## src/rtl/rr_mux_arbiter.sv

```systemverilog
// Round-robin arbiter with a shared N-to-1 data mux feeding a one-entry
// registered output stage; every port is a valid/ready handshake.

module rr_mux_lane #(
    parameter int WIDTH = 8
) (
    input  logic             valid,
    input  logic             in_hi,
    input  logic             hi_pend,
    input  logic             lo_pend,
    input  logic             any_hi,
    input  logic [WIDTH-1:0] data,
    output logic             masked,
    output logic             grant,
    output logic [WIDTH-1:0] gated
);
    // Lanes at or above ptr win if no earlier lane in that upper window asks;
    // lanes below ptr only win when the upper window is entirely idle.
    assign masked = valid & in_hi;
    assign grant  = valid & (in_hi ? ~hi_pend : (~any_hi & ~lo_pend));
    assign gated  = grant ? data : '0;
endmodule

module rr_mux_arbiter #(
    parameter int N_REQ = 4,
    parameter int WIDTH = 8,
    parameter int SRC_W = $clog2(N_REQ)
) (
    input  logic                   clk,
    input  logic                   rst,
    input  logic [N_REQ-1:0]       req_valid,
    input  logic [N_REQ*WIDTH-1:0] req_data,
    output logic [N_REQ-1:0]       req_ready,
    output logic                   out_valid,
    output logic [WIDTH-1:0]       out_data,
    output logic [SRC_W-1:0]       out_src,
    input  logic                   out_ready
);
    logic [SRC_W-1:0]              ptr;
    logic [N_REQ-1:0][WIDTH-1:0]   data_arr;
    logic [N_REQ-1:0][WIDTH-1:0]   gated;
    logic [N_REQ-1:0]              in_hi;
    logic [N_REQ-1:0]              masked;
    logic [N_REQ-1:0]              grant;
    logic [N_REQ:0]                hi_chain;
    logic [N_REQ-1:0]              lo_chain;
    logic [WIDTH-1:0]              sel_data;
    logic [SRC_W-1:0]              sel_idx;
    logic [SRC_W-1:0]              ptr_nxt;
    logic                          can_accept;
    logic                          xfer;

    assign data_arr    = req_data;
    assign hi_chain[0] = 1'b0;

    for (genvar i = 0; i < N_REQ; i++) begin : g_lane
        assign in_hi[i]       = (SRC_W'(i) >= ptr);
        assign hi_chain[i+1]  = hi_chain[i] | masked[i];
        if (i == 0) begin : g_lo0
            assign lo_chain[i] = 1'b0;
        end else begin : g_lon
            assign lo_chain[i] = lo_chain[i-1] | req_valid[i-1];
        end

        rr_mux_lane #(.WIDTH(WIDTH)) u_lane (
            .valid   (req_valid[i]),
            .in_hi   (in_hi[i]),
            .hi_pend (hi_chain[i]),
            .lo_pend (lo_chain[i]),
            .any_hi  (hi_chain[N_REQ]),
            .data    (data_arr[i]),
            .masked  (masked[i]),
            .grant   (grant[i]),
            .gated   (gated[i])
        );
    end

    // Grant is one-hot, so OR-reduction acts as the mux and the encoder.
    always_comb begin
        sel_data = '0;
        sel_idx  = '0;
        for (int i = 0; i < N_REQ; i++) begin
            sel_data = sel_data | gated[i];
            if (grant[i]) sel_idx = sel_idx | SRC_W'(i);
        end
    end

    assign ptr_nxt    = (sel_idx == SRC_W'(N_REQ-1)) ? '0 : sel_idx + SRC_W'(1);
    assign can_accept = ~out_valid | out_ready;
    assign req_ready  = (rst || !can_accept) ? '0 : grant;
    assign xfer       = |req_ready;

    always_ff @(posedge clk) begin
        if (rst) begin
            out_valid <= 1'b0;
            out_data  <= '0;
            out_src   <= '0;
            ptr       <= '0;
        end else if (xfer) begin
            out_valid <= 1'b1;
            out_data  <= sel_data;
            out_src   <= sel_idx;
            ptr       <= ptr_nxt;
        end else if (out_ready) begin
            out_valid <= 1'b0;
        end
    end
endmodule

```

## config.mk

```make
export PLATFORM = sky130hd
export DESIGN_NAME = rr_mux_arbiter
export DESIGN_NICKNAME = d
export VERILOG_FILES = /design/src/rtl/rr_mux_arbiter.sv
export SDC_FILE = /design/constraint.sdc
export NUM_CORES = 1
export LEC_CHECK = 0
export BUFFER_PORTS_ARGS = -buffer_cell sky130_fd_sc_hd__clkbuf_2
export CORE_ASPECT_RATIO = 1.25
export CORE_MARGIN = 5
export CORE_UTILIZATION = 42
export CTS_CLUSTER_SIZE = 24
export DETAILED_ROUTE_END_ITERATION = 6
export GPL_TIMING_DRIVEN = 0
export PLACE_DENSITY = 0.85
export SLEW_MARGIN = 20
export SYNTH_ARGS = -nofsm -noshare
export SYNTH_HDL_FRONTEND = slang
export SYNTH_HIERARCHICAL = 1
export SYNTH_SLANG_ARGS = --single-unit
```

## constraint.sdc

```tcl
create_clock -name clk -period 2.9 [get_ports clk]
set_clock_uncertainty 0.05 [all_clocks]
set_input_delay 0.58 -clock clk [delete_from_list [all_inputs] [get_ports clk]]
set_output_delay 0.58 -clock clk [all_outputs]
set_load 0.005 [all_outputs]
```

# ---- Word level (Yosys, flattened, before mapping)
# Cells that the tools add are included.
dict set report classes {
  n_addsub 1
  order_cmp 4
  eq_ne 1
  muxes 15
  n_bitwise 28
  n_reduce_logical 4
}
# operator n
set ops {}
lappend ops {{two-way mux 8 bit} 4}
lappend ops {{OR 8 bit} 3}
lappend ops {{bitwise AND 1 bit} 11}
lappend ops {{NOT 1 bit} 8}
lappend ops {{two-way mux 1 bit} 7}
lappend ops {{two-way mux 2 bit} 3}
lappend ops {{OR 1 bit} 6}
lappend ops {{>= comparator 1 x 2 -> 1 bit, first input constant} 2}
lappend ops {{>= comparator 2 bit, first input constant} 2}
lappend ops {{two-way mux 4 bit} 1}
lappend ops {{OR reduction 4 bit} 1}
lappend ops {{adder 2 x 1 -> 2 bit, second input constant} 1}
lappend ops {{equality test 2 bit, second input constant} 1}
lappend ops {{nonzero test 2 bit} 1}
lappend ops {{logical NOT 1 bit} 1}
lappend ops {{logical OR 1 bit} 1}
dict set report totals {
  register_bits 13
  in_bits 39
  out_inout_bits 15
  wordCells 57
}

# ---- Longest topological paths before layout
# Gate-level depths: netlist (run 1).
dict set report logic_depth {
  depth_word 14
  ltp_mapped 11
  ltp_nobuf 9
}

# ---- Modules after synthesis
# The synthesis (run 1) kept the hierarchy.
# mod instances cells_per_inst area_per_inst_um2
set by_module_without_submodules {}
lappend by_module_without_submodules {rr_mux_arbiter 1 72 628.1}
lappend by_module_without_submodules {rr_mux_lane 4 13 128.9}

# ---- Worst setup path after synthesis (run 1)
# Ideal clock, no wire load.
dict set report synth_timing {
  kind {input-to-reg}
  from {in req_valid[1]}
  to {reg ptr[0]}
  arrival_time_ns 2.898
  path_slack_ns -0.135
  cell_stages 10
  n_path_buf 2
  cell_sequence {and2_1 -> or3_1 -> or2_2 -> or4b_1 -> buf_6 -> nand2_1 -> nor4_2 -> or3_4 -> buf_6 -> o31ai_1}
}
dict set report synth_between {
  elab_chain_len 13
  word_cells_on_any_way 30
  classes_between {add/sub (1); eq/ne (1); mux (9); bitwise (18); reduce/logical (1)}
}
# element line
set synth_rtl {}
lappend synth_rtl {{start: declaration} 31} ;# input logic [N_REQ-1:0] req_valid,
lappend synth_rtl {{bitwise AND 1 bit (*)} 19} ;# assign masked = valid & in_hi;
lappend synth_rtl {{OR 1 bit (*) (2 in series)} 58} ;# assign hi_chain[i+1] = hi_chain[i] | masked[i];
lappend synth_rtl {{named net hi_chain[3]} 45} ;# logic [N_REQ:0] hi_chain;
lappend synth_rtl {{OR 1 bit (*)} 58}
lappend synth_rtl {{named net hi_chain[4]} 45}
lappend synth_rtl {{NOT 1 bit (*)} 20} ;# assign grant = valid & (in_hi ? ~hi_pend : (~any_hi & ~lo_pend));
lappend synth_rtl {{bitwise AND 1 bit (*)} 20}
lappend synth_rtl {{two-way mux 1 bit (*)} 20}
lappend synth_rtl {{bitwise AND 1 bit (*)} 20}
lappend synth_rtl {{named net grant[1]} 44} ;# logic [N_REQ-1:0] grant;
lappend synth_rtl {{two-way mux 1 bit} 84} ;# if (grant[i]) sel_idx = sel_idx | SRC_W'(i);
lappend synth_rtl {{two-way mux 2 bit (2 in series)} 84}
lappend synth_rtl {{adder 2 x 1 -> 2 bit / equality test 2 bit (equally long branches)} 88} ;# assign ptr_nxt = (sel_idx == SRC_W'(N_REQ-1)) ? '0 : sel_idx + SRC_W'(1);
lappend synth_rtl {{two-way mux 2 bit} 88}
lappend synth_rtl {{end signal: assignment} 103} ;# ptr <= ptr_nxt;
lappend synth_rtl {{end: declaration} 39} ;# logic [SRC_W-1:0] ptr;
# Mark *: on every way through the listed nets, which the timed path passes. The rest lies on a longest branch.
# A chain may end at the register's enable or synchronous reset.

# ---- Worst setup path in the final report (run 1)
dict set report layout_timing {
  from {reg ptr[1]}
  to {out req_ready[0]}
}
dict set report layout_between {
  elab_chain_len 9
  word_cells_on_any_way 15
  classes_between {order compare (4); mux (2); bitwise (9)}
}
# element line
set layout_rtl {}
lappend layout_rtl {{>= comparator 1 x 2 -> 1 bit} 57} ;# assign in_hi[i] = (SRC_W'(i) >= ptr);
lappend layout_rtl {{named net in_hi[0]} 42} ;# logic [N_REQ-1:0] in_hi;
lappend layout_rtl {{bitwise AND 1 bit} 19}
lappend layout_rtl {{named net hi_chain[1]} 45}
lappend layout_rtl {{OR 1 bit (2 in series)} 58}
lappend layout_rtl {{named net hi_chain[3]} 45}
lappend layout_rtl {{OR 1 bit} 58}
lappend layout_rtl {{named net hi_chain[4]} 45}
lappend layout_rtl {{NOT 1 bit} 20}
lappend layout_rtl {{two-way mux 1 bit} 20}
lappend layout_rtl {{bitwise AND 1 bit} 20}
lappend layout_rtl {{named net grant[0]} 44}
lappend layout_rtl {{two-way mux 4 bit} 90} ;# assign req_ready = (rst || !can_accept) ? '0 : grant;
lappend layout_rtl {{end: declaration} 33} ;# output logic [N_REQ-1:0] req_ready,
# The timed path passes the listed nets, and every way through them passes these cells.

==> results of run 1 <==
==> cells by family after synthesis <==
logic type      share of synthesized area [%]
compound gates                           45.7
simple gates                             23.4
flops                                    22.8
buf+inv                                  6.67
other cells                             0.657
xor+xnor                                0.766
==> flip-flops by register name, indices dropped and copies added (netlist names) <==
register	flops
out_valid	1
ptr	2
out_src	2
out_data	8
==> timing repair <==
item | 4_1_cts | 5_1_grt
gates resized for setup | 20 | 12
pin swaps | 9 | 12
cloned | 0 | 0
setup buffers | 14 | 8
setup endpoints to repair | 14 | 16
hold endpoints to repair | 0 | 0
==> metal layers <==
metal	vias up	track usage [%]	wire (um)
met3	13	2.83	215
met5	-	0	0
met4	0	10.7	155
met1	601	20.7	1480
li1	625	-	-
met2	49	35.7	1950
==> how the worst max path moves through the flow <==
stage | startpoint | end | slack [ns] | cells after the start
floorplan | req_valid[1] | ptr[0] | -0.01 | 10
global placement | req_valid[0] | req_ready[2] | -0.29 | 9
detailed placement | req_valid[1] | req_ready[2] | -0.33 | 9
CTS | ptr[1] | req_ready[0] | -0.26 | 9
global route | ptr[1] | req_ready[0] | -0.21 | 8
finish | ptr[1] | req_ready[0] | -0.17 | 8
==> worst reg2reg max path, cell delays in order (launching register included) <==
cell     delay (ns)
dfxtp_4        0.41
nor2_4         0.05
and2_4         0.15
or3_4          0.36
or2_4          0.26
or4b_4         0.54
nand2_8        0.10
buf_6          0.14
nor4_4         0.06
or3_4          0.35
buf_6          0.15
o31ai_4        0.19
==> power by group <==
| part | switching [mW] | internal (mW) | total (mW) |
|---|---|---|---|
| clock | 0.0618 | 0.0536 | 0.115 |
| sequential | 0.0320 | 0.218 | 0.250 |
| combinational | 0.200 | 0.217 | 0.417 |
==> cell type report <==
class	count	area (um^2)
inverters	2	10.0
clock buffers	4	26.3
repair buffers	74	443
plain buffers	5	37.5
multi-input cells	104	928
well taps	34	42.5
fillers	233	898
flip-flops and latches	13	268
==> stage by stage <==
stage / power [mW] / TNS (ns)
2_1_floorplan: 0.439 / -0.0125
3_3_place_gp: 0.534 / -3.00
3_5_place_dp: 0.542 / -3.71
4_1_cts: 0.709 / -0.757
5_1_grt: 0.826 / -0.673
6_report: 0.782 / -0.495
==> cell usage in the layout, fill, tap and decap left out, drive strengths merged, types with 2 or more instances in the layout <==
cell / instances
nand3b: 4
a21boi: 32
clkbuf: 57
o31ai: 3
o211ai: 12
or4b: 4
conb: 5
buf: 26
nand2: 5
dfxtp: 13
or2: 3
and2: 4
nor4: 9
o21ai: 9
inv: 2
nor2: 3
or3: 3
and3: 4
==> flow_metrics.tcl, run 1 <==
set metrics [dict create \
    synth_area_um2 1140 \
    rr_worst_depth 11 \
    p_leak_nw 0.757 \
    design_area_um2 1760 \
    fp.dieH_um 68.3 \
    required_ns 2.27 \
    nNetsFinal 242 \
    seq_area_frac_synth_pct 22.8 \
    rr_endpoint "ptr[0]" \
    timing.hold.ws_ns 0.449 \
    fin_util_pct 66.1 \
    hpwl_um 2580 \
    fmaxAchievable_mhz 326 \
    critPathMaxFanout 4 \
    first_pass_iters 4 \
    r2r_start "ptr[1]" \
    cts_tree "built" \
    finalSetupViolCount 3 \
    cts_hold_buf 0 \
    p_per_area_nw_per_um2 446 \
    outcome "complete, but fails checks" \
    areaGrowthSynthToFinish_pct 53.5 \
    vias_per_cell 5.46 \
    synthTopCellsByCount "32 x a21boi_2, 13 x dfxtp_1, 12 x o211ai_1" \
    dpl_worst_slack_ns -0.329 \
    dieArea_um2 3870 \
    ys_types 26 \
    core_um2 2650 \
    critPathSlowestCell "or4b_4" \
    n_antenna_cell 0 \
    finalCritPeriodShare_pct 106 \
    grt_pass1_vias 1270 \
    min-delay-start "rst" \
    wirelength_um 3800 \
    critical_path_class "flop to output port" \
    min_period_ns 3.07 \
    grt_first_pass_wirelength_um 5780 \
    path_buf_inv 1 \
    clk_latency_ns 0.29 \
    synthArstFlopShare_pct 0 \
    hold_viol_final 0 \
    die_w_um 56.7 \
    rsz0062_at_grt "yes" \
    clockBufferDepth 2 \
    row_count 21 \
    drc 0 \
    clk_pin_slew_worst_paths_ns 0.08 \
    violations "setup timing" \
    synth_edf_count 0 \
    peakVddDrop_mv 0.329 \
    grt_usage_pct 19.1 \
    max_stage_delay_ns 0.56 \
    start_kind "flop" \
    cp_top_family "simple AND/OR/NAND/NOR gates" \
    cts_buffers 3 \
    whs_path_depth 2 \
    cts.sinks 13 \
    ys_top_cells_by_area "a21boi_2 32%, dfxtp_1 23%, o211ai_1 7.9%" \
    min_to "out_valid" \
    tightest_slew_ns 0.750 \
    postRouteAntennaNets 0 \
    arrival_ns 2.44 \
    r2r_slack_ns 0.01 \
    cts-root-buf "clkbuf_4" \
    report.final.slew_viol_count 0 \
    num_vias 1288 \
    antenna_found_initial 0 \
    h-tree-depth 1 \
    fin_ws_ns -0.168 \
    min_path_type "input pin to flop" \
    synth_ff_type "dfxtp_1" \
    ys_seq_elements 13 \
    cap_violations 0 \
    path_cells "nor2_4, and2_4, or3_4, or2_4, or4b_4, nand2_4, and3_4, clkbuf_2" \
    slew_headroom_pct 49.8 \
    stdcell_count 236 \
    wl_per_cell_um 16.1 \
    syn_inst 124 \
    yosysTopAreaCell "a21boi_2" \
    yosys.area.top_type_share_pct 31.5 \
    dp_cells 214 \
    end_kind "output port" \
    start_util_pct 43.1 \
    yosysMostFrequentCell "a21boi_2" \
    port_buffers 53 \
    drive_gt1_share_pct 67.3 \
    drt_iter0_drc 38 \
    io_pins 54 \
    grt_max_degree 11 \
    placed_area_um2 1490 \
    synth_area_per_cell_um2 9.22 \
    grt-ovfl-total 0 \
    routabilityCongestion 0.823 \
    yosys_warnings 6 \
]
Note: power is estimated with default switching activity, not from simulation.
==> run 2, diff against run 1 <==
--- a/config.mk
+++ b/config.mk
@@ -12,7 +12,7 @@
 export CTS_CLUSTER_SIZE = 24
 export DETAILED_ROUTE_END_ITERATION = 6
 export GPL_TIMING_DRIVEN = 0
-export PLACE_DENSITY = 0.85
+export PLACE_DENSITY = 0.73
 export SLEW_MARGIN = 20
 export SYNTH_ARGS = -nofsm -noshare
 export SYNTH_HDL_FRONTEND = slang
==> flow_metrics.tcl, run 2 (synthesized netlist as in run 1, its figures left out) <==
set metrics [dict create \
    clk_pin_slew_worst_paths_ns 0.08 \
    n_antenna_cell 0 \
    required_ns 2.27 \
    largest-register "out_data" \
    h-tree-depth 1 \
    start_kind "flop" \
    fmaxAchievable_mhz 323 \
    rsz0062_at_grt "yes" \
    cap_violations 0 \
    drive_gt1_share_pct 68.7 \
    nNetsFinal 238 \
    timing.hold.ws_ns 0.458 \
    fp.dieH_um 68.3 \
    top_usage_layer "met2" \
    report.final.slew_viol_count 0 \
    cts_hold_buf 0 \
    use_met1_pct 19.4 \
    placed_area_um2 1490 \
    sequentialPowerShare_pct 32.2 \
    p_clk_share_pct 14.5 \
    start_util_pct 43.1 \
    grt-ovfl-total 0 \
    row_count 21 \
    dieArea_um2 3870 \
    cts_tree "built" \
    p_int_mw 0.481 \
    end_kind "output port" \
    critPathSlowestCell "or4b_4" \
    cts_buffers 3 \
    routabilityCongestion 0.764 \
    core_um2 2650 \
    pwr-share-comb_pct 53.3 \
    reg.largest.list "out_data: 8 flops, out_src: 2 flops, ptr: 2 flops" \
    finalCritPeriodShare_pct 107 \
    layout_commonest_cell "clkbuf_2" \
    grtUsageMet2_pct 36.3 \
    cts.sinks 13 \
    slew_headroom_pct 49.9 \
    mostFrequentLayoutCells "50 x clkbuf_2, 32 x a21boi_2, 16 x buf_4" \
    drt_iter0_drc 62 \
    clk_latency_ns 0.28 \
    die_w_um 56.7 \
    power.total_mw 0.773 \
    port_buffers 53 \
    antenna_found_initial 0 \
    areaGrowthSynthToFinish_pct 52.6 \
    min_period_ns 3.10 \
    largest_register_ffs 8 \
    min_path_type "flop to flop" \
    arrival_ns 2.47 \
    first_pass_iters 4 \
    wirelength_um 3740 \
    switching_share_pct 37.8 \
    tns_ns -1.28 \
    peakVddDrop_mv 0.213 \
    tightest_slew_ns 0.749 \
    grt_first_pass_wirelength_um 5520 \
    hold_viol_final 0 \
    postRouteAntennaNets 0 \
    path_cells "nor2_4, and2_4, or3_4, or2_4, or4b_4, nand2_8, and3_4, buf_6" \
    num_vias 1269 \
    hpwl_um 2630 \
    nFillCells 226 \
    io_pins 54 \
    design_area_um2 1750 \
    dpl_worst_slack_ns -0.375 \
    p_per_area_nw_per_um2 443 \
    grt_pass1_vias 1234 \
    wl_per_cell_um 16.1 \
    fin_ws_ns -0.200 \
    p_switching_mw 0.292 \
    vias_per_cell 5.47 \
    grt_use_met3_pct 2.45 \
    grt_usage_pct 18.1 \
    clockBufferDepth 2 \
    grt_max_degree 11 \
    critical_path_class "flop to output port" \
    cts-root-buf "clkbuf_4" \
    max_stage_delay_ns 0.57 \
    finalSetupViolCount 13 \
    p_leak_nw 0.748 \
    drc 0 \
    violations "setup timing" \
    outcome "complete, but fails checks" \
    critPathMaxFanout 4 \
]
[run 2: repair_timing]
action / 4_1_cts / 5_1_grt
setup endpoints to repair: 15 / 16
setup buffers: 13 / 5
pin swaps: 7 / 12
resized for setup: 19 / 19
gates cloned: 0 / 0
[run 2: per-layer routing]
| layer | part of all wire, % | up-vias | wire length, um |
|---|---|---|---|
| met4 | 0.94 | 0 | 35 |
| met2 | 56 | 38 | 2090 |
| li1 | - | 618 | - |
| met5 | 0 | - | 0 |
| met1 | 39 | 607 | 1450 |
| met3 | 4.3 | 6 | 162 |
[run 2: per-stage QoR]
step                      utilization [%]  cells
after floorplan                         -    127
after global placement               56.2    214
after detailed placement             56.2    214
after CTS                            63.4    231
after global routing                 65.8    232
final                                65.8    232
[run 2: area by class of cell]
| type | instances | area, um^2 | area share, % |
|---|---|---|---|
| Multi-Input combinational cell | 104 | 945 | 54.1 |
| Timing Repair Buffer | 70 | 419 | 24.0 |
| Sequential cell | 13 | 268 | 15.3 |
| Tap cell | 34 | 42.5 | 2.44 |
| Buffer | 5 | 37.5 | 2.15 |
| Clock buffer | 4 | 26.3 | 1.51 |
| Inverter | 2 | 7.51 | 0.430 |
[run 2: final timing paths]
path | startpoint | endpoint | slack, ns | depth (start not counted)
min | out_src[1] | out_src[1] | 0.46 | 2
max reg2reg | ptr[1] | ptr[0] | -0.13 | 12
min reg2reg | out_src[1] | out_src[1] | 0.46 | 2
max | ptr[1] | req_ready[1] | -0.20 | 8
[run 2: power by group through the flow]
stage | Clock (mW) | Combinational [mW] | Sequential [mW]
6_report | 0.112 | 0.413 | 0.249
5_1_grt | 0.119 | 0.442 | 0.252
4_1_cts | 0.111 | 0.350 | 0.242
3_5_place_dp | 0 | 0.305 | 0.240
3_3_place_gp | 0 | 0.295 | 0.238
2_1_floorplan | 0 | 0.200 | 0.239
[run 2: critical path: cells and delay by family (launching register included)]
family / cells / cell delay, ns
simple gates: 7 / 1.70
flops: 1 / 0.41
buf+inv: 1 / 0.09
==> run 3, diff against run 2 <==
==> constraint.sdc (replaced) <==
create_clock -name clk -period 2.9 [get_ports clk]
set_clock_uncertainty 0.05 [all_clocks]
set_input_delay 0.58 -clock clk [delete_from_list [all_inputs] [get_ports clk]]
set_output_delay 0.58 -clock clk [all_outputs]
set_load 0.02 [all_outputs]
==> flow_metrics.tcl, run 3 (synthesized netlist as in run 1, its figures left out) <==
set metrics [dict create \
    outcome "complete, but fails checks" \
    violations "setup timing" \
    design_area_um2 1740 \
    stdcell_count 226 \
    num_vias 1247 \
    reg.largest.list "out_data: 8 flops, out_src: 2 flops, ptr: 2 flops" \
    port_buffers 53 \
    end_kind "output port" \
    min_to "out_src[0]" \
    p_leak_nw 0.741 \
    arrival_ns 2.47 \
    tightest_slew_ns 0.648 \
    grt_first_pass_wirelength_um 5690 \
    critPathMaxFanout 4 \
    clockBufferDepth 2 \
    wl_per_cell_um 16.2 \
    peakVddDrop_mv 0.298 \
    grt_max_degree 11 \
    postRouteAntennaNets 0 \
    mostFrequentLayoutCells "50 x clkbuf_2, 32 x a21boi_2, 12 x o211ai_1" \
    hold_viol_final 0 \
    rsz0062_at_grt "yes" \
    nFillCells 221 \
    drt_iter0_drc 24 \
    first_pass_iters 4 \
    largest_register_ffs 8 \
    dp_cells 214 \
    cts_buffers 3 \
    start_kind "flop" \
    r2r_start "ptr[1]" \
    cap_violations 0 \
    cts-root-buf "clkbuf_4" \
    largest-register "out_data" \
    min_period_ns 3.10 \
    min_path_type "flop to flop" \
    dieArea_um2 3870 \
    clk_latency_ns 0.29 \
    layout_commonest_cell "clkbuf_2" \
    row_count 21 \
    vias_per_cell 5.52 \
    grt-ovfl-total 0 \
    slew_headroom_pct 56.7 \
    h-tree-depth 1 \
    grt_usage_pct 18.3 \
    r2r_slack_ns -0.05 \
    n_antenna_cell 0 \
    start_util_pct 43.1 \
    dpl_worst_slack_ns -0.379 \
    nNetsFinal 232 \
    fp.dieH_um 68.3 \
    die_w_um 56.7 \
    finalCritPeriodShare_pct 107 \
    cts_tree "built" \
    report.final.slew_viol_count 0 \
    clk_pin_slew_worst_paths_ns 0.08 \
    areaGrowthSynthToFinish_pct 52.0 \
    min-delay-start "out_src[0]" \
    routabilityCongestion 0.810 \
    grt_pass1_vias 1277 \
    antenna_found_initial 0 \
    wirelength_um 3670 \
    io_pins 54 \
    core_um2 2650 \
    fmaxAchievable_mhz 323 \
    cts.sinks 13 \
    tns_ns -0.695 \
    placed_area_um2 1500 \
    fin_ws_ns -0.196 \
    critical_path_class "flop to output port" \
    hpwl_um 2650 \
    whs_path_depth 2 \
    rr_worst_depth 11 \
    drc 0 \
    finalSetupViolCount 9 \
    drive_gt1_share_pct 69.8 \
    rr_endpoint "ptr[0]" \
    p_per_area_nw_per_um2 469 \
    required_ns 2.27 \
]
## run 3: cell types whose count changed in the layout (fill, tap and decap cells not counted), sizes merged
| cell | delta |
|---|---|
| buf | -7 |
| clkbuf | +1 |
## run 3: power breakdown
part	switching, mW	total (mW)	internal (mW)
combinational	0.242	0.452	0.210
clock	0.0603	0.114	0.0535
sequential	0.0313	0.249	0.218
total	0.334	0.815	0.481
## run 3: cell type report
class,instances,area [um^2],share of cell area (%)
timing repair buffer,64,403,23.2
tap,34,42.5,2.45
buffer,5,38.8,2.23
inverter,2,7.51,0.432
multi-input combinational,104,952,54.8
sequential,13,268,15.4
clock buffer,4,26.3,1.51
## run 3: stage by stage
| step | util (%) | hold slack [ns] | power, mW |
|---|---|---|---|
| CTS | 62.9 | 0.452 | 0.747 |
| floorplan | - | 0.444 | 0.473 |
| global placement | 56.3 | 0.436 | 0.566 |
| global route | 65.5 | 0.483 | 0.861 |
| detailed placement | 56.3 | 0.439 | 0.577 |
| finish | 65.5 | 0.461 | 0.815 |
## run 3: worst max-delay path, cell delays in order (launching register included)
cell     delay [ns]
dfxtp_4        0.40
nor2_4         0.04
and2_4         0.15
or3_4          0.36
or2_4          0.26
or4b_4         0.55
nand2_4        0.09
and3_4         0.22
buf_8          0.11
## run 3: what timing repair did
item / in CTS / in global routing
endpoints found under the setup margin: 15 / 14
gates resized for setup: 24 / 22
buffers inserted: 9 / 2
hold buffers: 0 / 0
pin swaps: 7 / 9
gates cloned: 0 / 1
## run 3: worst max-delay path by stage
stage / start / to / cells past startpoint
after floorplan: req_valid[2] / req_ready[2] / 7
after global placement: req_valid[0] / req_ready[0] / 9
after detailed placement: req_valid[0] / req_ready[0] / 9
after CTS: ptr[1] / req_ready[0] / 9
after global routing: ptr[1] / req_ready[1] / 8
final: ptr[1] / req_ready[1] / 8
## run 3: metal layers
| layer | wire [um] | vias up | GRT usage [%] |
|---|---|---|---|
| met5 | 0 | - | 0 |
| met4 | 63 | 0 | 7.42 |
| met3 | 186 | 7 | 2.83 |
| met2 | 2010 | 45 | 33.7 |
| met1 | 1410 | 587 | 21.2 |
| li1 | - | 608 | - |
